## src/rtl/seven_seg_scan_driver.sv

```systemverilog
// Four-digit common-anode scan driver: sequential binary-to-BCD conversion
// (shift-add-3) feeding a time-multiplexed digit/anode output stage.
module seven_seg_scan_driver #(
  parameter int SCAN_DIV = 100000
) (
  input  logic        clk,
  input  logic        rst_n,
  input  logic [13:0] value,
  input  logic        load,
  input  logic        blank_lz,
  output logic [3:0]  digit,
  output logic [3:0]  an,
  output logic        busy,
  output logic        overflow
);

  localparam int CW = (SCAN_DIV > 1) ? $clog2(SCAN_DIV) : 1;
  localparam logic [CW-1:0] SCAN_LAST = CW'(SCAN_DIV - 1);
  localparam logic [13:0] MAX_VAL = 14'd9999;

  localparam logic [1:0] S_IDLE   = 2'd0;
  localparam logic [1:0] S_CONV   = 2'd1;
  localparam logic [1:0] S_COMMIT = 2'd2;

  function automatic logic [13:0] sat_9999(input logic [13:0] v);
    return (v > MAX_VAL) ? MAX_VAL : v;
  endfunction

  function automatic logic [15:0] add3_adj(input logic [15:0] b);
    logic [15:0] r;
    r = b;
    for (int i = 0; i < 4; i++)
      if (b[4*i +: 4] >= 4'd5) r[4*i +: 4] = b[4*i +: 4] + 4'd3;
    return r;
  endfunction

  logic [1:0]    state;
  logic [3:0]    iter;
  logic          ovf_pend;
  logic [13:0]   src_p0;
  logic [15:0]   bcd_p0;
  logic [3:0]    d [4];
  logic [CW-1:0] scan_cnt;
  logic [1:0]    sel;
  logic          blank;

  assign busy = (state != S_IDLE);

  // Slot i blanks only if it and every more-significant digit are zero.
  always_comb begin
    blank = blank_lz && (sel != 2'd0);
    for (int i = 1; i < 4; i++)
      if (2'(i) >= sel && d[i] != 4'd0) blank = 1'b0;
  end

  // Conversion datapath: {bcd, src} shifts as one 30-bit word.
  always_ff @(posedge clk) begin
    if (state == S_IDLE && load) begin
      src_p0 <= sat_9999(value);
      bcd_p0 <= 16'd0;
    end else if (state == S_CONV) begin
      {bcd_p0, src_p0} <= {add3_adj(bcd_p0), src_p0} << 1;
    end
  end

  // Control FSM and committed display registers.
  always_ff @(posedge clk or negedge rst_n) begin
    if (!rst_n) begin
      state    <= S_IDLE;
      iter     <= 4'd0;
      ovf_pend <= 1'b0;
      overflow <= 1'b0;
      for (int i = 0; i < 4; i++) d[i] <= 4'd0;
    end else begin
      case (state)
        S_IDLE: begin
          if (load) begin
            ovf_pend <= (value > MAX_VAL);
            iter     <= 4'd0;
            state    <= S_CONV;
          end
        end
        S_CONV: begin
          iter <= iter + 4'd1;
          if (iter == 4'd13) state <= S_COMMIT;
        end
        S_COMMIT: begin
          d[3]     <= bcd_p0[15:12];
          d[2]     <= bcd_p0[11:8];
          d[1]     <= bcd_p0[7:4];
          d[0]     <= bcd_p0[3:0];
          overflow <= ovf_pend;
          state    <= S_IDLE;
        end
        default: state <= S_IDLE;
      endcase
    end
  end

  // Free-running scan timebase and registered output stage.
  always_ff @(posedge clk or negedge rst_n) begin
    if (!rst_n) begin
      scan_cnt <= '0;
      sel      <= 2'd0;
      digit    <= 4'd0;
      an       <= 4'b1111;
    end else begin
      if (scan_cnt == SCAN_LAST) begin
        scan_cnt <= '0;
        sel      <= sel + 2'd1;
      end else begin
        scan_cnt <= scan_cnt + CW'(1);
      end
      digit <= d[sel];
      an    <= blank ? 4'b1111 : ~(4'b0001 << sel);
    end
  end

endmodule
```

## config.mk

```make
export PLATFORM = sky130hd
export DESIGN_NAME = seven_seg_scan_driver
export DESIGN_NICKNAME = d
export VERILOG_FILES = /design/src/rtl/seven_seg_scan_driver.sv
export SDC_FILE = /design/constraint.sdc
export NUM_CORES = 1
export LEC_CHECK = 0
export BUFFER_PORTS_ARGS = -buffer_cell sky130_fd_sc_hd__buf_2
export CORE_ASPECT_RATIO = 0.6
export CORE_UTILIZATION = 55
export DETAILED_ROUTE_END_ITERATION = 6
export GPL_ROUTABILITY_DRIVEN = 0
export PLACE_DENSITY = 0.81
export SYNTH_ARGS = -nofsm -noshare
export SYNTH_HDL_FRONTEND = slang
export SYNTH_SLANG_ARGS = --single-unit
```

## constraint.sdc

```tcl
create_clock -name clk -period 3.1 [get_ports clk]
set_input_delay 0.155 -clock clk [delete_from_list [all_inputs] [get_ports clk]]
set_output_delay 0.155 -clock clk [all_outputs]
set_load 0.03 [all_outputs]
```

# ---- Word level (Yosys, flattened, before mapping)
# Cells that the tools add are included.
dict set report word_totals {
  output_inout_bits 10
  register_bits 81
  word_cells 75
}
dict set report classes {
  addsub 7
  n_bitwise 2
  n_eq_ne 6
  reduce_logical 16
  shift 1
  magnitude_cmp 9
  mux 20
}
# operator n
set op_table {}
lappend op_table {{$mux W14} 3}
lappend op_table {{$mux W4} 7}
lappend op_table {{$add A17 B1 Y17 const B} 1}
lappend op_table {{$eq A17 B17 Y1 const B} 1}
lappend op_table {{$mux W17} 1}
lappend op_table {{$ge A4 B3 Y1 const B} 4}
lappend op_table {{$gt A14 B14 Y1 const B} 1}
lappend op_table {{$add A4 B2 Y4 const B} 3}
lappend op_table {{$reduce_bool A4 Y1} 3}
lappend op_table {{$bmux W4 S2} 1}
lappend op_table {{$pmux W4 S2} 1}
lappend op_table {{$reduce_bool A2 Y1} 4}
lappend op_table {{$reduce_and A2 Y1} 3}
lappend op_table {{$logic_and A1 B1 Y1} 5}
lappend op_table {{$add A4 B1 Y4 const B} 1}
lappend op_table {{$eq A4 B4 Y1 const B} 1}
lappend op_table {{$ge A2 B2 Y1 const A} 2}
lappend op_table {{$mux W2} 2}
lappend op_table {{$not A4 Y4} 1}
lappend op_table {{$pmux W2 S2} 1}
lappend op_table {{$shl A1 B2 Y4 const A} 1}
lappend op_table {{$add A3 B2 Y3 const B} 1}
lappend op_table {{$ge A3 B3 Y1 const B} 1}
lappend op_table {{$mux W1} 3}
lappend op_table {{other kinds (9)} 9}

# ---- Logic depth before layout (Yosys ltp)
# Gate-level depths: netlist of the first run.
dict set report logic_depth {
  depth_word 6
  depth_mapped 6
}

# ---- Least setup slack after synthesis of the first run
# Ideal clock, no wire load.
dict set report synth_path {
  kind {flip-flop to flip-flop}
  from {register state[0]}
  to {register src_p0[0], enable pin}
  required_ns 2.739
  slack_ns 1.446
  setup_time_ns 0.361
  arrival_ns 1.293
  stages_incl_launch_ff 6
  cell_sequence {dfrtp_1 -> nor2_1 -> nand2_1 -> buf_2 -> buf_1 -> nand2_1}
}
dict set report synth_via {
  elab_chain_len 3
}
# element line
set synth_rtl {}
lappend synth_rtl {{start, declared} 37} ;# logic [1:0] state;
lappend synth_rtl {{start signal, assigned} 69} ;# state <= S_IDLE;
lappend synth_rtl {{start signal, assigned} 80} ;# state <= S_CONV;
lappend synth_rtl {{start signal, assigned} 85} ;# if (iter == 4'd13) state <= S_COMMIT;
lappend synth_rtl {{$logic_not A2 Y1} 58} ;# if (state == S_IDLE && load) begin
lappend synth_rtl {{$logic_and A1 B1 Y1} 58}
lappend synth_rtl {{$reduce_bool A2 Y1 (no source line) *} --}
lappend synth_rtl {{end signal, assigned} 59} ;# src_p0 <= sat_9999(value);
lappend synth_rtl {{end signal, assigned} 62} ;# {bcd_p0, src_p0} <= {add3_adj(bcd_p0), src_p0} << 1;
lappend synth_rtl {{end, declared} 40} ;# logic [13:0] src_p0;
# Mark *: on every way between the ends. The rest lies on a longest branch, timed or not.
# A chain may end at the register's enable or synchronous reset.

# ---- Worst setup path after layout of the first run
dict set report layout_path {
  from {register scan_cnt[0]}
  to {register sel[1]}
}
dict set report layout_via {
  elab_chain_len 1
}
# element line
set layout_rtl {}
lappend layout_rtl {{start, declared} 43} ;# logic [CW-1:0] scan_cnt;
lappend layout_rtl {{start signal, assigned} 112} ;# scan_cnt <= scan_cnt + CW'(1);
lappend layout_rtl {{$eq A17 B17 Y1} 108} ;# if (scan_cnt == SCAN_LAST) begin
lappend layout_rtl {{end signal, assigned} 110} ;# sel <= sel + 2'd1;
lappend layout_rtl {{end, declared} 44} ;# logic [1:0] sel;
# No other way between the ends.

==> flow_summary.json, run 1 <==
{
  "finalPower_w": 0.00354,
  "p_leak_nw": 1.79,
  "power_density_nw_per_um2": 852,
  "finalClockSkew_ns": 0.00939,
  "wl_um": 7440,
  "stdcell_count": 463,
  "fmax_mhz": 510,
  "finalCritPeriodShare_pct": 63.2,
  "syn_to_final_growth_pct": 12.0,
  "drt_pass1_iterations": 5,
  "yosysSeqAreaShare_pct": 54.5,
  "gr-usage-all-layers_pct": 24.0,
  "finalHoldViolations": 0,
  "drt_iter0_markers": 257,
  "portBuffers": 27,
  "ios": 28,
  "netlist_area_sq_um": 3710,
  "clk_pin_slew_worst_paths_ns": 0.08,
  "max_slew_margin_pct": 35.8,
  "netlist_instances": 346,
  "yosys_warnings": 0,
  "min_from": "value[2]",
  "grt_start_max_net_pins": 35,
  "outcome": "finished clean",
  "grt_pass1_wl_um": 12400,
  "cts-resized-gates": 0,
  "cts_tree": "built",
  "drv_slew": 0,
  "drv_cap": 0,
  "overflow": 0,
  "clkSinkCount": 81,
  "hp-class": "in2reg",
  "dieArea_sq_um": 7090,
  "die_h_um": 65.6,
  "worstPathMaxFanout": 11,
  "clock_latency_ns": 0.36,
  "first_global_vias": 2471,
  "ctsHoldBuffers": 1,
  "cp.arrival_ns": 2.20,
  "cts_buffer_depth": 2,
  "start_util_pct": 58.8,
  "antenna_cells": 0,
  "dieWidth_um": 108,
  "antenna_found_initial": 0,
  "holdPathEnd": "src_p0[2]$_DFFE_PP_",
  "crit_path_end_kind": "flop",
  "drtAntennaViolNets": 0,
  "holdPathStages": 3,
  "fin_setup_tns_ns": 0,
  "wl_per_cell_um": 16.1,
  "tightest_slew_ns": 0.963,
  "route.vias.total": 2631,
  "period_minus_slack_ns": 1.96,
  "required_ns": 3.34,
  "htree_levels": 3,
  "cts_setup_buffers": 0,
  "synth_cell_type_count": 38,
  "rows": 22,
  "final_nets": 407,
  "rr_worst_depth": 6,
  "timing.rr.end": "sel[1]$_DFFE_PN0N_",
  "dpl.hpwl_um": 5120,
  "crit_path_start_kind": "flop",
  "synth_fp_nets": 379,
  "regToRegSetupSlack_ns": 1.14,
  "synth.avg_cell_area_sq_um": 10.7,
  "crit_type": "reg2reg",
  "ir_drop_uv": 537,
  "cts_buffers": 9,
  "finalSetupViolations": 0,
  "drc": 0,
  "numPlacedInstances": 446,
  "cts_root_buffer": "clkbuf_8",
  "r2r-start": "scan_cnt[0]$_DFF_PN0_",
  "synth_seq_cells": 81,
  "via_per_inst": 5.68,
  "final_layout_size_suffix_gt1_share_pct": 19.3,
  "core_area_sq_um": 6300,
  "grt_setup_unrepaired": "false"
}
-- synth_stat cells --
| cell | instances | area share (%) |
|---|---|---|
| dfstp_2 | 4 | 2.8 |
| buf_1 | 2 | 0.20 |
| a21oi_1 | 11 | 1.5 |
| and4_1 | 1 | 0.24 |
| and2_1 | 3 | 0.51 |
| mux4_2 | 4 | 2.4 |
| dfxtp_1 | 16 | 8.6 |
| a21oi_2 | 1 | 0.24 |
| nor2b_1 | 2 | 0.34 |
| nand2_1 | 44 | 4.5 |
| and4_4 | 1 | 0.30 |
| buf_4 | 1 | 0.20 |
| o31ai_1 | 2 | 0.40 |
| edfxtp_1 | 14 | 11 |
| and3_1 | 2 | 0.34 |
| o21ai_0 | 31 | 4.2 |
| clkbuf_1 | 8 | 0.81 |
| or4_4 | 1 | 0.30 |
| o2111ai_1 | 1 | 0.24 |
| xor2_1 | 9 | 2.1 |
| buf_2 | 5 | 0.67 |
| o32ai_1 | 3 | 0.71 |
| nand3_1 | 29 | 3.9 |
| dfrtp_1 | 47 | 32 |
| ha_1 | 15 | 5.1 |
| nand4_1 | 5 | 0.84 |
| nor3_2 | 1 | 0.27 |
| a22o_1 | 4 | 0.94 |
| xnor2_1 | 14 | 3.3 |
| nor4_1 | 5 | 0.84 |
| mux2_2 | 14 | 4.3 |
| nor3_1 | 2 | 0.27 |
| nor2_1 | 20 | 2.0 |
| nand3b_1 | 3 | 0.61 |
| nand3_4 | 1 | 0.47 |
| inv_1 | 13 | 1.3 |
| or3_1 | 1 | 0.17 |
| nand2b_1 | 6 | 1.0 |
-- layout make-up --
cell class              count  area [sq um]
clock inverters             5          76.3
flip-flops and latches     81          2020
fillers                   466          2150
inverters                  13          48.8
clock buffers              11           153
well taps                  84           105
repair buffers             33           183
multi-input cells         236          1570
-- critical path, stage by stage (launching register included) --
cell	delay, ns
dfrtp_1	0.41
ha_1	0.21
and4_1	0.31
nand3_1	0.16
nor3_2	0.19
buf_4	0.22
mux2_2	0.35
-- kinds of logic after synthesis --
family / Yosys count / share of synthesized area (%)
xor gates and xnor gates: 23 / 5.43
DFF: 81 / 54.5
AOI/OAI and AO/OA: 53 / 8.20
adders and majority gates: 15 / 5.06
and+or+nand+nor: 127 / 16.9
buffers and inverters: 29 / 3.21
muxes: 18 / 6.68
-- per-layer routing --
layer,global-route usage [%],vias to the layer above,part of all wire (%)
li1,-,1263,-
met1,33.8,1263,49
met2,34.5,92,42
met3,8.53,13,7.1
met4,7.53,0,1.3
met5,0,-,0
-- worst max-delay path by stage --
stage / start / endpoint / slack, ns / depth (start not counted)
CTS: scan_cnt[0]$_DFF_PN0_ / sel[1]$_DFFE_PN0N_ / 1.17 / 6
global placement: scan_cnt[0]$_DFF_PN0_ / sel[1]$_DFFE_PN0N_ / 1.29 / 6
finish: scan_cnt[0]$_DFF_PN0_ / sel[1]$_DFFE_PN0N_ / 1.14 / 6
global route: scan_cnt[0]$_DFF_PN0_ / sel[1]$_DFFE_PN0N_ / 1.04 / 6
floorplan: state[0]$_DFFE_PN0P_ / src_p0[0]$_SDFFCE_PN0P_ / 1.45 / 5
detailed placement: scan_cnt[0]$_DFF_PN0_ / sel[1]$_DFFE_PN0N_ / 1.18 / 6
-- power by group --
part           switching (W)  total (W)  internal [W]
clock               0.000376   0.000875      0.000498
sequential          0.000212    0.00165       0.00144
combinational       0.000594    0.00102      0.000424
total                0.00118    0.00354       0.00236
-- cell usage in the layout (no fill, tap or decap), drive strengths merged --
master / instances
nor3: 3
nor2: 20
a21oi: 12
mux4: 4
xnor2: 14
dfrtp: 47
nand3: 30
nand3b: 3
clkinv: 2
o31ai: 2
nand2b: 6
or4: 1
edfxtp: 14
buf: 32
clkbuf: 11
and2: 3
o21ai: 31
xor2: 9
nand4: 5
bufinv: 2
a22o: 4
nor4: 5
and4: 2
o2111ai: 1
and3: 2
or3: 1
nor2b: 2
clkinvlp: 1
ha: 15
o32ai: 3
inv: 13
nand2: 44
dlygate4sd3: 1
mux2: 14
dfstp: 4
dfxtp: 16
-- sequential cells by signal, summed over array words and instances, names as in the netlist --
name	cells
state	2
src_p0	14
scan_cnt	17
d	16
sel	2
ovf_pend	1
an	4
iter	4
overflow	1
bcd_p0	16
digit	4
-- per-stage QoR --
stage	cell area, sq um	setup WS (ns)	hold slack (ns)	util (%)
after CTS	4160	1.17	0.0685	65.9
final	4160	1.14	0.0814	65.9
after floorplan	3710	1.45	-0.141	-
after global placement	3920	1.29	0.203	62.1
after detailed placement	3920	1.18	0.212	62.1
after global routing	4160	1.04	0.0861	65.9
Power figures use the tool's default switching activity.
==> run 2, diff against run 1 <==
- clock period: 3.1 -> 2 ns (I/O delays scaled with it)
==> run 2 against run 1 <==
- clock power up 14%
- worst hold slack worse by 0.043 ns
- sequential power up 54%
- core utilization down 0.36 points
- largest cell class unchanged
- critical path type unchanged
- highest routed layer unchanged
- die area unchanged
==> flow_summary.json, run 2 (synthesis results as in run 1) <==
{
  "core_area_sq_um": 6300,
  "path_cells": "ha_1 -> and4_1 -> nand3_1 -> nor3_2 -> mux2_2",
  "cts_buffers": 9,
  "ctsHoldBuffers": 1,
  "finalHoldViolations": 0,
  "clock_latency_ns": 0.35,
  "drtAntennaViolNets": 0,
  "outcome": "finished clean",
  "portBuffers": 27,
  "drt_iter0_markers": 183,
  "fin_setup_tns_ns": 0,
  "finalSetupViolations": 0,
  "post-place-ws_ns": 0.238,
  "grt_setup_unrepaired": "false",
  "cts_buffer_depth": 2,
  "final_cell_mix": "47 x dfrtp_1, 44 x nand2_1, 31 x o21ai_0",
  "antenna_cells": 0,
  "rows": 22,
  "start_util_pct": 58.8,
  "period_minus_slack_ns": 1.79,
  "gr-usage-all-layers_pct": 22.9,
  "clk_pin_slew_worst_paths_ns": 0.08,
  "crit_path_start_kind": "flop",
  "antenna_found_initial": 0,
  "overflow": 0,
  "drv_slew": 0,
  "dieArea_sq_um": 7090,
  "crit_type": "reg2reg",
  "critPathSlowestCell": "dfrtp_1",
  "worstPathMaxFanout": 5,
  "power_density_nw_per_um2": 1240,
  "cts-resized-gates": 0,
  "route.vias.total": 2605,
  "largest_reg_flops": 17,
  "cp.arrival_ns": 2.03,
  "largest_register": "scan_cnt",
  "cts_root_buffer": "clkbuf_8",
  "required_ns": 2.24,
  "max_slew_margin_pct": 47.6,
  "worst-path-buf-inv": 0,
  "wl_um": 7030,
  "p_leak_nw": 1.79,
  "dpl.hpwl_um": 5040,
  "ir_drop_uv": 813,
  "htree_levels": 3,
  "stdcell_count": 469,
  "dpl_cell_area_sq_um": 3960,
  "drv_cap": 0,
  "tightest_slew_ns": 0.787,
  "final_nets": 413,
  "drt_pass1_iterations": 4,
  "numPlacedInstances": 452,
  "reg_top3": "scan_cnt x17, bcd_p0 x16, d x16",
  "dieWidth_um": 108,
  "first_global_vias": 2429,
  "crit_path_end_kind": "flop",
  "wl_per_cell_um": 15.0,
  "grt_pass1_wl_um": 12000,
  "final_common_cell": "dfrtp_1",
  "cts_tree": "built",
  "crit_family": "simple AND/OR/NAND/NOR gates",
  "layout_setup_ws_ns": 0.206,
  "finalClockSkew_ns": 0.00478,
  "drc": 0,
  "cts_setup_buffers": 0,
  "hp-class": "in2reg",
  "via_per_inst": 5.55,
  "clkSinkCount": 81,
  "slowest_delay_ns": 0.41,
  "die_h_um": 65.6,
  "finalCritPeriodShare_pct": 89.7,
  "design_area_sq_um": 4130,
  "fmax_mhz": 557,
  "final_layout_size_suffix_gt1_share_pct": 20.8,
  "syn_to_final_growth_pct": 11.4,
  "ios": 28,
  "grt_start_max_net_pins": 52
}
run 2: cell types whose count changed in the layout (fill, tap and decap cells not counted), sizes merged:
| cell | delta |
|---|---|
| clkbuf | -1 |
| bufinv | -2 |
| inv | +1 |
| buf | +6 |
| clkinv | +2 |
run 2: metrics by stage:
stage / util [%] / hold WS, ns / total power (W)
2_1_floorplan: - / -0.196 / 0.00368
3_3_place_gp: 62.8 / 0.241 / 0.00405
3_5_place_dp: 62.8 / 0.247 / 0.00417
4_1_cts: 65.6 / 0.0188 / 0.00519
5_1_grt: 65.6 / 0.0516 / 0.00554
6_report: 65.6 / 0.0380 / 0.00514
run 2: area by class of cell:
type                       count  area (sq um)
fill                         478          2170
sequential                    81          2020
multi-input combinational    236          1570
timing repair buffer          39           228
clock buffer                  10           128
tap                           84           105
inverter                      13          48.8
clock inverter                 6          33.8
run 2: power breakdown:
part	internal, W	total (W)	switching (W)
registers	0.00222	0.00254	0.000313
logic	0.000691	0.00161	0.000915
clock network	0.000442	0.00100	0.000561
total	0.00336	0.00514	0.00179
run 2: worst paths after layout:
path                            cells past startpoint                  start                     end  slack (ns)
worst min-delay path                                3               blank_lz         an[3]$_DFF_PN1_        0.04
worst min register to register                      2   src_p0[13]$_DFFE_PP_  bcd_p0[0]$_SDFFE_PP0P_        0.45
max in group asynchronous                           3                  rst_n    ovf_pend$_DFFE_PN0P_        1.18
min in group asynchronous                           3                  rst_n       d[13]$_DFFE_PN0N_        0.39
worst max register to register                      5  scan_cnt[0]$_DFF_PN0_      sel[1]$_DFFE_PN0N_        0.21
worst max-delay path                                5  scan_cnt[0]$_DFF_PN0_      sel[1]$_DFFE_PN0N_        0.21
run 2: metal layers:
| metal | routed length (um) | up-vias | track usage (%) | share of wire [%] |
|---|---|---|---|---|
| met5 | 0 | - | 0 | 0 |
| met4 | 82 | 0 | 6.85 | 1.2 |
| met3 | 366 | 8 | 6.35 | 5.2 |
| met2 | 3070 | 65 | 34.4 | 44 |
| met1 | 3510 | 1260 | 32.4 | 50 |
| li1 | - | 1272 | - | - |
run 2: worst register-to-register path: stages, from the launching register on:
cell and delay (ns):
dfrtp_1 0.41, ha_1 0.22, and4_1 0.30, nand3_1 0.16
nor3_2 0.24, mux2_2 0.36
